--- src/rtl/mc_controller_pkg.sv ---
// Shared types for the multicycle controller: opcodes, enable levels,
// FSM states and PC source selection.
package mc_controller_pkg;

    localparam int OPCODE_W = 6;
    localparam int COUNT_W  = 32;

    typedef enum logic [OPCODE_W-1:0] {
        RTYPE = 6'h00,
        J     = 6'h02,
        BEQ   = 6'h04,
        ADDI  = 6'h08,
        LW    = 6'h23,
        SW    = 6'h2B
    } OpCode;

    typedef enum logic {
        DISABLE = 1'b0,
        ENABLE  = 1'b1
    } Signal;

    typedef enum logic [2:0] {
        FETCH  = 3'd0,
        DECODE = 3'd1,
        EXEC   = 3'd2,
        MEM    = 3'd3,
        WB     = 3'd4,
        TRAP   = 3'd5
    } CtrlState;

    typedef enum logic [1:0] {
        PC_PLUS4  = 2'd0,
        PC_BRANCH = 2'd1,
        PC_JUMP   = 2'd2
    } PcSrc;

endpackage

--- src/rtl/mc_controller_if.sv ---
// Shared memory port between the controller (master) and the memory (slave):
// one request at a time, completed by mem_ready.
interface mc_controller_if;
    logic mem_req;
    logic mem_we;
    logic addr_sel;
    logic mem_ready;

    modport master (
        output mem_req,
        output mem_we,
        output addr_sel,
        input  mem_ready
    );

    modport slave (
        input  mem_req,
        input  mem_we,
        input  addr_sel,
        output mem_ready
    );
endinterface

--- src/rtl/mc_controller.sv ---
// Multicycle control FSM for the RTYPE/ADDI/BEQ/LW/SW/J subset; one memory port
// shared by fetch and data access, plus a retired-instruction counter.
module mc_controller
    import mc_controller_pkg::*;
(
    input  logic                clk,
    input  logic                reset,
    input  logic [OPCODE_W-1:0] opcode,
    input  logic                zero,
    mc_controller_if.master     mem_bus,
    output logic                ir_write,
    output logic                pc_write,
    output PcSrc                pc_src,
    output logic                alu_src_imm,
    output Signal               rf_write,
    output logic                wb_sel,
    output logic                trap,
    output logic [COUNT_W-1:0]  instr_count,
    output logic [2:0]          state_o
);

    CtrlState            state;
    CtrlState            state_next;
    logic [OPCODE_W-1:0] op_q;
    logic [COUNT_W-1:0]  count_q;
    logic                retire;

    always_ff @(posedge clk) begin
        if (reset) begin
            state   <= FETCH;
            op_q    <= '0;
            count_q <= '0;
        end else begin
            state <= state_next;
            if (state == DECODE) begin
                op_q <= opcode;
            end
            if (retire) begin
                count_q <= count_q + 32'd1;
            end
        end
    end

    // DECODE steers on the live opcode because op_q only captures it at the end of that cycle.
    always_comb begin
        state_next       = state;
        retire           = 1'b0;
        mem_bus.mem_req  = 1'b0;
        mem_bus.mem_we   = 1'b0;
        mem_bus.addr_sel = 1'b0;
        ir_write         = 1'b0;
        pc_write         = 1'b0;
        pc_src           = PC_PLUS4;
        alu_src_imm      = 1'b0;
        rf_write         = DISABLE;
        wb_sel           = 1'b0;
        trap             = 1'b0;
        state_o          = state;
        instr_count      = count_q;

        case (state)
            FETCH: begin
                mem_bus.mem_req = 1'b1;
                if (mem_bus.mem_ready) begin
                    ir_write   = 1'b1;
                    pc_write   = 1'b1;
                    state_next = DECODE;
                end
            end
            DECODE: begin
                case (opcode)
                    RTYPE, ADDI, BEQ, LW, SW: state_next = EXEC;
                    J: begin
                        pc_write   = 1'b1;
                        pc_src     = PC_JUMP;
                        retire     = 1'b1;
                        state_next = FETCH;
                    end
                    default: state_next = TRAP;
                endcase
            end
            EXEC: begin
                alu_src_imm = (op_q == ADDI) || (op_q == LW) || (op_q == SW);
                case (op_q)
                    RTYPE, ADDI: state_next = WB;
                    LW, SW:      state_next = MEM;
                    BEQ: begin
                        pc_write   = zero;
                        pc_src     = PC_BRANCH;
                        retire     = 1'b1;
                        state_next = FETCH;
                    end
                    default: state_next = TRAP;
                endcase
            end
            MEM: begin
                mem_bus.mem_req  = 1'b1;
                mem_bus.addr_sel = 1'b1;
                mem_bus.mem_we   = (op_q == SW);
                if (mem_bus.mem_ready) begin
                    if (op_q == SW) begin
                        retire     = 1'b1;
                        state_next = FETCH;
                    end else begin
                        state_next = WB;
                    end
                end
            end
            WB: begin
                rf_write   = ENABLE;
                wb_sel     = (op_q == LW);
                retire     = 1'b1;
                state_next = FETCH;
            end
            TRAP: begin
                trap = 1'b1;
            end
            default: state_next = FETCH;
        endcase

        // Reset silences every output in the same cycle, before the register catches up.
        if (reset) begin
            mem_bus.mem_req  = 1'b0;
            mem_bus.mem_we   = 1'b0;
            mem_bus.addr_sel = 1'b0;
            ir_write         = 1'b0;
            pc_write         = 1'b0;
            pc_src           = PC_PLUS4;
            alu_src_imm      = 1'b0;
            rf_write         = DISABLE;
            wb_sel           = 1'b0;
            trap             = 1'b0;
            state_o          = 3'd0;
            instr_count      = '0;
        end
    end

endmodule

--- src/flat_wrapper.sv ---
// flat-port wrapper written by rule: the top's interface ports become plain ports
module mc_controller_flat import mc_controller_pkg::*;
  (clk, reset, opcode, zero, ir_write, pc_write, pc_src, alu_src_imm, rf_write, wb_sel, trap, instr_count, state_o, mem_bus_mem_req, mem_bus_mem_we, mem_bus_addr_sel, mem_bus_mem_ready);
  mc_controller_if mem_bus_i ();
  input  logic clk;
  input  logic reset;
  input  logic [OPCODE_W-1:0] opcode;
  input  logic zero;
  output logic ir_write;
  output logic pc_write;
  output PcSrc pc_src;
  output logic alu_src_imm;
  output Signal rf_write;
  output logic wb_sel;
  output logic trap;
  output logic [COUNT_W-1:0] instr_count;
  output logic [2:0] state_o;
  output wire logic [$bits(mem_bus_i.mem_req)-1:0] mem_bus_mem_req;
  output wire logic [$bits(mem_bus_i.mem_we)-1:0] mem_bus_mem_we;
  output wire logic [$bits(mem_bus_i.addr_sel)-1:0] mem_bus_addr_sel;
  input wire logic [$bits(mem_bus_i.mem_ready)-1:0] mem_bus_mem_ready;
  assign mem_bus_mem_req = mem_bus_i.mem_req;
  assign mem_bus_mem_we = mem_bus_i.mem_we;
  assign mem_bus_addr_sel = mem_bus_i.addr_sel;
  assign mem_bus_i.mem_ready = mem_bus_mem_ready;
  mc_controller u_core (.clk(clk), .reset(reset), .opcode(opcode), .zero(zero), .mem_bus(mem_bus_i), .ir_write(ir_write), .pc_write(pc_write), .pc_src(pc_src), .alu_src_imm(alu_src_imm), .rf_write(rf_write), .wb_sel(wb_sel), .trap(trap), .instr_count(instr_count), .state_o(state_o));
endmodule
--- config.mk ---
export PLATFORM = sky130hd
export DESIGN_NAME = mc_controller_flat
export DESIGN_NICKNAME = d
export VERILOG_FILES = /design/src/rtl/mc_controller_pkg.sv /design/src/rtl/mc_controller_if.sv /design/src/rtl/mc_controller.sv /design/src/flat_wrapper.sv
export SDC_FILE = /design/constraint.sdc
export NUM_CORES = 1
export LEC_CHECK = 0
export ABC_AREA = 1
export BUFFER_PORTS_ARGS = -buffer_cell sky130_fd_sc_hd__buf_4
export CAP_MARGIN = 10
export CORE_ASPECT_RATIO = 0.5
export CORE_UTILIZATION = 40
export CTS_BUF_LIST = sky130_fd_sc_hd__clkbuf_4 sky130_fd_sc_hd__clkbuf_8
export DETAILED_ROUTE_END_ITERATION = 7
export SYNTH_ARGS = -nofsm -noshare
export SYNTH_HDL_FRONTEND = slang
export SYNTH_SLANG_ARGS = --single-unit
--- constraint.sdc ---
create_clock -name clk -period 1.5 [get_ports clk]
set_input_delay 0.3 -clock clk [delete_from_list [all_inputs] [get_ports clk]]
set_output_delay 0.3 -clock clk [all_outputs]
set_load 0.02 [all_outputs]
Word-level counts from Yosys, hierarchy flattened
Index checks and enable logic that the tools add are counted.

word-level totals
  flip-flop bits (word level) = 41
  output and inout bits = 46
  logic and storage cells = 68

operators by class
  $add $sub $neg = 1
  equal/unequal tests = 16
  mux-type cells = 37
  bitwise gates (word level) = 1
  reduce and logical (&&, ||, !) cells = 10

operators with widths
  cell                     number
  $add A32 B1 Y32 const B  1
  $mux W32                 1
  $eq A6 B6 Y1 const B     4
  $mux W1                  24
  $pmux W3 S5              1
  $eq A6 B3 Y1 const B     2
  $eq A6 B4 Y1 const B     2
  $logic_not A6 Y1         2
  $mux W3                  4
  $pmux W3 S3              1
  $eq A3 B2 Y1 const B     2
  $eq A3 B3 Y1 const B     2
  $eq A6 B2 Y1 const B     1
  $pmux W3 S2              1
  $reduce_or A2 Y1         3
  $reduce_or A5 Y1         1
  $mux W2                  2
  $ne A2 B2 Y1 const B     2
  $pmux W1 S4              1
  $pmux W2 S2              1
  $eq A3 B1 Y1 const B     1
  $logic_not A3 Y1         1
  $pmux W1 S3              1
  $reduce_and A3 Y1        1
  other kinds (2)          3

Longest topological paths before layout
Gate-level depths: netlist (run 1).

  depth in word-level cells = 5
  depth in mapped cells = 10
  depth with buffers taken out = 10

Least setup slack after synthesis (run 1)
Ideal clock, no wire load.

  kind = register -> output
  start point = register u_core.state[2]
  end point = output port wb_sel
  arrival time = 1.446 ns
  path slack = -0.246 ns
  stages on the path, launching flop included = 5
  cells stage by stage = dfxtp_1 -> inv_2 -> nor2_1 -> inv_1 -> nor4_1

between the ends
  word-level cells in the longest chain between the ends = 3

RTL lines
  element                 line                  text
  start, declared         mc_controller.sv:22   CtrlState state;
  start signal, assigned  mc_controller.sv:34   state <= state_next;
  $eq A3 B3 Y1            mc_controller.sv:61   case (state)
  $mux W1                 mc_controller.sv:61
  $mux W1                 mc_controller.sv:122  if (reset) begin
  end, declared           flat_wrapper.sv:14    output logic wb_sel;

No other way between the ends.

Worst setup path in the final report (run 1)
  start point = register u_core.op_q[5]
  end point = output port alu_src_imm

between the ends
  word-level cells in the longest chain between the ends = 5

RTL lines
  element                                              line                  text
  start, declared                                      mc_controller.sv:24   logic [OPCODE_W-1:0] op_q;
  start signal, assigned                               mc_controller.sv:36   op_q <= opcode;
  $eq A6 B4 Y1 / $eq A6 B6 Y1 (equally long branches)  mc_controller.sv:83   alu_src_imm = (op_q == ADDI) || (op_q == LW) || (op_q == SW);
  $logic_or A1 B1 Y1                                   mc_controller.sv:83
  $logic_or A1 B1 Y1 *                                 mc_controller.sv:83
  $mux W1 *                                            mc_controller.sv:61
  $mux W1 *                                            mc_controller.sv:122
  end, declared                                        flat_wrapper.sv:12    output logic alu_src_imm;

Every way passes the cells marked *; elsewhere a longest branch is shown, timed or not.

==> results.md, run 1 <==
* Outcome: finished with violations
* Failing checks: negative setup slack
* Hold-fix buffers at CTS at 0
* Met1 Use GR at between 30% and 40%
* Top post-synthesis cells by area: dfxtp_1 28%, nand2_1 18%, nor2_1 15%
* Maximum clock rate at around 590 MHz
* R2R depth at 10
* Final Setup Violations at 10
* Top cell type by total area after synthesis: dfxtp_1
* Seq/Total Area, Yosys at about 28%
* M2 GR Usage at around 40%
* Post-Synthesis Net Count at roughly 530
* CTS Buffer Depth at 2
* Worst-path clk slew at ~0.08 ns
* Synth top area share at about 28%
* Clk pwr share at 28.4%
* Crit path max fanout at 3
* Clk_skew at slightly below 0.008 ns
* Final worst path period need at between 1.5 and 2 ns
* Initial antenna violation count at 0
* Most common cell in the netlist: nand2_1
* Reg2reg setup slack at roughly 0.03 ns
* Routed wire length at between 9000 and 10000 microns
* Switch share at 31.5%
* H-tree depth at 2
* Row count at 21
* Via density at approximately 4.9
* Die footprint at 7610 sq um
* WP buf/inv at 1
* Slew Viols, Final at 0
* Gr busiest metal: met2
* Die Y at a little over 60 microns
* Worst path cell trace: nor2_2 > nand3_1 > nand3b_1 > a21oi_2 > buf_4
* Worst skew pair latency at 0.30 ns
* Yosys cell types at 27
* Drt first pass iters at 4
* Total power at between 2 and 3 mW
* Synth Cell Area at between 2000 and 3000 sq um
* Via count at approximately 3500
* Mean Syn Cell Area at about 5.6 sq um
* CP max stage cell: dfxtp_4
* Count of nets after finishing at about 630
* Num Clock Sinks at 41
* Synth-to-layout area growth at 46.3%
* Dpl hpwl at approximately 6700 microns
* Most instantiated cells after synthesis: 141 x nand2_1, 118 x nor2_1, 57 x nand3_1, 51 x inv_1, 44 x a21oi_1
* Core Box Area at roughly 6800 sq um
* Worst setup margin at -0.199 ns
* DRC Markers at 0
* Layout cells sized above 1 at ~34%
* Largest stage delay, worst path at approximately 0.36 ns
* Tcrit/Tclk final at 113%
* CP Launch Type: flop
* RSZ-0062 raised after global routing: true
* Crit end category: output port
* Met3 Use GR at roughly 5.5%
* Total grt overflow at 0
* Cell area power density at 649 nW/um^2
* Maximum vdd drop at around 470 uV
* Post-route ant nets at 0
* Largest net degree at the start of global routing at 31
* Post-Synthesis Cells at roughly 520
* Actual slew at the worst max-slew pin at approximately 0.27 ns
* Switching power total at slightly below 900 uW
* P_leak at 1.71 nW
* Ports at 56
* Relative slew slack at approximately four fifths
* HP Class: in -> reg
* Diodes inserted at 0
* Required time worst endpoint at around 1.2 ns
* Comb pwr share at roughly 28%
* Arrival time of the worst setup path at between 1 and 1.5 ns
* CTS tree: yes
* Root Buffer Master: clkbuf_8
* Chip width at approximately 120 microns
* Vias in the first global route at about 3300
* Starting Density at a little over two fifths
* EDFF count, synth at 0
* Post-DR wirelength/cell at 12.8 microns
* Ys async rst share at 0%
* GRT Total Usage at 25.1%
* DP Worst Slack at -0.0251 ns
* Int Pwr at ~1.9 mW
* First-pass GRT wire length at between 15000 and 20000 microns
* Dominant synthesized flop cell: dfxtp_1
* Final Hold Viols at 0
* Hold path cells at 3
* Synth Register Bits at between 40 and 50
* Cts bufs inserted at 5
* Synthesis Warnings at 0
* Port bufs at 55
* Critical Path Stages at 5
* Seq pwr share at a little over two fifths
* Delay-heaviest family, CP: simple AND/OR/NAND/NOR gates
* Final Wtd Congestion at around 0.9
* Critical path type: reg -> out
* Max-cap viol count at 0
* Initial DRC Count at 264
[final cells by class]
cell class              instances  area, sq um
flip-flops and latches         41          853
well taps                      92          115
clock buffers                   7         90.1
repair buffers                118         1000
inverters                      56          220
multi-input cells             400         1960
fillers                       705         2590
[layer usage]
metal	vias up	routed length, microns	share of wire, %
met3	10	526	5.8
met5	-	0	0
li1	1825	-	-
met1	1580	4460	49
met2	99	4030	44
met4	0	91	1.0
[path summary, 6_finish.rpt]
kind / startpoint / end
worst min-delay path: opcode[0] / u_core.op_q[0]$_SDFFE_PP0P_
worst max register to register: u_core.state[2]$_SDFFE_PP0P_ / u_core.count_q[17]$_SDFFE_PP0P_
worst min register to register: u_core.op_q[3]$_SDFFE_PP0P_ / u_core.op_q[3]$_SDFFE_PP0P_
worst max-delay path: u_core.op_q[5]$_SDFFE_PP0P_ / alu_src_imm
[power by group through the flow]
stage | Sequential [mW] | Combinational [mW] | Clock [mW]
2_1_floorplan | 1.19 | 0.345 | 0
3_3_place_gp | 1.19 | 0.592 | 0
3_5_place_dp | 1.19 | 0.593 | 0
4_1_cts | 1.18 | 0.670 | 0.808
5_1_grt | 1.20 | 0.847 | 0.852
6_report | 1.19 | 0.779 | 0.782
[cells in the final DEF (no fill, tap or decap), types with 5 or more instances in the layout]
cell / instances
a21oi_1: 40
buf_12: 5
buf_4: 101
buf_6: 10
clkbuf_8: 6
dfxtp_1: 21
dfxtp_2: 17
inv_1: 45
inv_2: 7
nand2_1: 136
nand2_2: 6
nand3_1: 54
nor2_1: 94
nor2_2: 24
nor2_4: 6
o21ai_0: 8
xor2_1: 9
[per-stage QoR]
| stage | area (sq um) | util, % | hold WS (ns) | TNS, ns | std cells |
|---|---|---|---|---|---|
| finish | 4240 | 62.1 | 0.252 | -1.39 | 714 |
| CTS | 4020 | 58.8 | 0.243 | -1.42 | 710 |
| floorplan | 2910 | - | 0.427 | -0.0328 | 515 |
| detailed placement | 3780 | 55.3 | 0.484 | -0.338 | 695 |
| global route | 4240 | 62.1 | 0.245 | -3.91 | 714 |
| global placement | 3780 | 55.3 | 0.481 | -0.00462 | 695 |
[flip-flops by register name, indices dropped and copies added, names as in the netlist]
signal and flops:
u_core.state 3, u_core.op_q 6, u_core.count_q 32
[tightest hold or removal path, stage by stage]
cell	delay, ns
buf_4	0.12
inv_1	0.04
a21oi_1	0.05
[kinds of logic after synthesis]
family          count (synthesis)  synth area share (%)
buf+inv                        74                  10.4
flops                          41                  28.3
xor+xnor                        9                  2.72
simple gates                  336                  48.7
compound gates                 54                  9.37
fa+ha+maj                       1                 0.432
[what timing repair did]
action                                  CTS  global route
endpoints found under the setup margin   34            48
gates resized for setup                  33            67
gates cloned                              0             0
pin swaps                                 6            10
setup buffers                             8             4
(Power assumes the default switching activity.)
==> run 2, diff against run 1 <==
--- a/config.mk
+++ b/config.mk
@@ -12,6 +12,7 @@
 export CORE_UTILIZATION = 40
 export CTS_BUF_LIST = sky130_fd_sc_hd__clkbuf_4 sky130_fd_sc_hd__clkbuf_8
 export DETAILED_ROUTE_END_ITERATION = 7
+export PLACE_DENSITY = 0.67
 export SYNTH_ARGS = -nofsm -noshare
 export SYNTH_HDL_FRONTEND = slang
 export SYNTH_SLANG_ARGS = --single-unit
==> run 2 against run 1 <==
The run still ends with negative setup slack left. Setup slack got worse by 0.047 ns. First-iteration DRC count shrank 3.0%. Combinational power increased by 12%. Power increased by 15%. Via count rose by 4.0%. Critical path depth stayed put. Sequential cell count is the same. Clock-buffer cell count down 2. Clock skew increased by 0.0025 ns. Final cell count increased by 1.8%. Hold slack worse by 0.0038 ns. Critical path type unchanged.
==> results.md, run 2 (synthesis gave the netlist of run 1 again) <==
* Row count at 21 (unchanged)
* Final Setup Violations at 43 (was 10)
* Via count at 3655 (was 3514)
* Layout cells sized above 1 at 43.1% (was 33.9%)
* R2R depth at 11 (was 10)
* Hold-fix buffers at CTS at 0 (unchanged)
* Worst setup startpoint: u_core.state[2]$_SDFFE_PP0P_ (was u_core.op_q[5]$_SDFFE_PP0P_)
* DRC Markers at 0 (unchanged)
* Worst skew pair latency at 0.31 ns (was 0.30 ns)
* GRT Total Usage at 24.6% (was 25.1%)
* P_leak at 2.07 nW (was 1.71 nW)
* Root Buffer Master: clkbuf_8 (unchanged)
* Clk_skew at 0.0103 ns (was 0.00784 ns)
* Tcrit/Tclk final at 116% (was 113%)
* CP Launch Type: flop (unchanged)
* Final Wtd Congestion at 0.927 (was 0.904)
* HP Class: in -> reg (unchanged)
* Vias in the first global route at 3282 (was 3262)
* Chip width at 122 microns (unchanged)
* Final worst path period need at 1.75 ns (was 1.70 ns)
* Largest net degree at the start of global routing at 37 (was 31)
* Maximum clock rate at 573 MHz (was 588 MHz)
* Synth-to-layout area growth at 63.9% (was 46.3%)
* Actual slew at the worst max-slew pin at 0.422 ns (was 0.273 ns)
* Required time worst endpoint at 1.20 ns (about the same)
* CTS Buffer Depth at 2 (unchanged)
* Final TNS setup at -3.69 ns (was -1.39 ns)
* Max-cap viol count at 0 (unchanged)
* Total power at 3.16 mW (was 2.75 mW)
* Biggest register: u_core.count_q (unchanged)
* Crit path max fanout at 5 (was 3)
* Count of nets after finishing at 645 (was 633)
* Min Hold Slack at 0.249 ns (was 0.252 ns)
* Reg2reg setup slack at -0.12 ns (was 0.03 ns)
* Maximum vdd drop at 473 uV (was 475 uV)
* H-tree depth at 2 (unchanged)
* Outcome: finished with violations (unchanged)
* Critical path type: reg -> out (unchanged)
* Cell area power density at 666 nW/um^2 (was 649 nW/um^2)
* Commonest non-fill, non-tap cells in the layout: 115 x nand2_1, 106 x buf_4, 100 x nor2_1 (was 136 x nand2_1, 101 x buf_4, 94 x nor2_1)
* Num Clock Sinks at 41 (unchanged)
* Failing checks: negative setup slack (unchanged)
* Worst-path clk slew at 0.09 ns (was 0.08 ns)
* Routed wire length at 10000 microns (was 9110 microns)
* Core Box Area at 6830 sq um (unchanged)
* Arrival time of the worst setup path at 1.45 ns (was 1.40 ns)
* Total grt overflow at 0 (unchanged)
* Post-route ant nets at 0 (unchanged)
* Port bufs at 55 (unchanged)
* Drt first pass iters at 5 (was 4)
* Most common cell after layout, fill and taps aside: nand2_1 (unchanged)
* Slew Viols, Final at 0 (unchanged)
* Worst setup margin at -0.246 ns (was -0.199 ns)
* Max reg flops at 32 (unchanged)
* Crit end category: output port (unchanged)
* Die footprint at 7610 sq um (unchanged)
* Dpl hpwl at 6490 microns (was 6670 microns)
* FF-to-FF End: u_core.count_q[6]$_SDFFE_PP0P_ (was u_core.count_q[17]$_SDFFE_PP0P_)
* Cts bufs inserted at 5 (unchanged)
* Biggest regs: u_core.count_q: 32 flops, u_core.op_q: 6 flops, u_core.state: 3 flops (unchanged)
* DP Worst Slack at -0.00225 ns (was -0.0251 ns)
* RSZ-0062 raised after global routing: true (unchanged)
* Post-DR wirelength/cell at 13.8 microns (was 12.8 microns)
* Worst Setup EP: alu_src_imm (unchanged)
* Final Hold Viols at 0 (unchanged)
* Initial antenna violation count at 0 (unchanged)
* First-pass GRT wire length at 15000 microns (was 15100 microns)
* Diodes inserted at 0 (unchanged)
* Die Y at 62.2 microns (unchanged)
* Initial DRC Count at 256 (was 264)
* Via density at 5.03 (was 4.92)
* Relative slew slack at 71.8% (was 81.8%)
* CTS tree: yes (unchanged)
* Starting Density at 42.4% (unchanged)
* R2r startpoint: u_core.state[1]$_SDFFE_PP0P_ (was u_core.state[2]$_SDFFE_PP0P_)
* Ports at 56 (unchanged)
run 2: changes by cell type in the layout (fill, tap and decap cells not counted), sizes merged:
cell / change
clkinv: +2
buf: +8
inv: -1
clkbuf: +2
bufinv: +2
run 2: power breakdown:
group | leakage (nW) | internal [mW] | total (mW) | switching (mW)
logic | 1.66 | 0.385 | 0.872 | 0.487
clock network | 0.0681 | 0.662 | 1.11 | 0.447
registers | 0.342 | 1.14 | 1.18 | 0.0445
run 2: final cells by class:
type                       instances  area [sq um]
tap                               92           115
clock inverter                     3          65.1
inverter                          56           223
fill                             590          2080
sequential                        41           853
multi-input combinational        400          2250
timing repair buffer             130          1170
clock buffer                       5          68.8
run 2: worst min path at each step:
stage | from | to | depth (start not counted)
3_5_place_dp | u_core.op_q[5]$_SDFFE_PP0P_ | u_core.op_q[5]$_SDFFE_PP0P_ | 2
4_1_cts | opcode[0] | u_core.op_q[0]$_SDFFE_PP0P_ | 3
5_1_grt | opcode[0] | u_core.op_q[0]$_SDFFE_PP0P_ | 3
6_report | opcode[0] | u_core.op_q[0]$_SDFFE_PP0P_ | 3
2_1_floorplan | opcode[0] | u_core.op_q[0]$_SDFFE_PP0P_ | 2
3_3_place_gp | u_core.op_q[5]$_SDFFE_PP0P_ | u_core.op_q[5]$_SDFFE_PP0P_ | 2
run 2: metrics by stage:
step	utilization, %	cells	cell area (sq um)
2_1_floorplan	-	515	2910
3_3_place_gp	55.3	697	3780
3_5_place_dp	55.3	697	3780
4_1_cts	59.1	713	4040
5_1_grt	69.5	727	4750
6_report	69.5	727	4750
run 2: metal layers:
metal	vias up	routed length, microns	global-route usage, %
met5	-	0	0
met4	0	132	5.79
met3	13	703	4.14
met2	133	4590	39.5
met1	1655	4610	34.1
li1	1854	-	-
run 2: worst max-delay path, cell delays in order (launching register included):
cell and delay (ns):
dfxtp_2 0.35, inv_4 0.11, nand3_2 0.12, or2_4 0.28, a21oi_2 0.13, buf_4 0.16
run 2: timing repair:
| item | CTS | global route |
|---|---|---|
| setup endpoints to repair | 13 | 48 |
| buffers inserted | 8 | 9 |
| gates resized for setup | 24 | 152 |
| pin swaps | 4 | 48 |
| cloned | 0 | 6 |
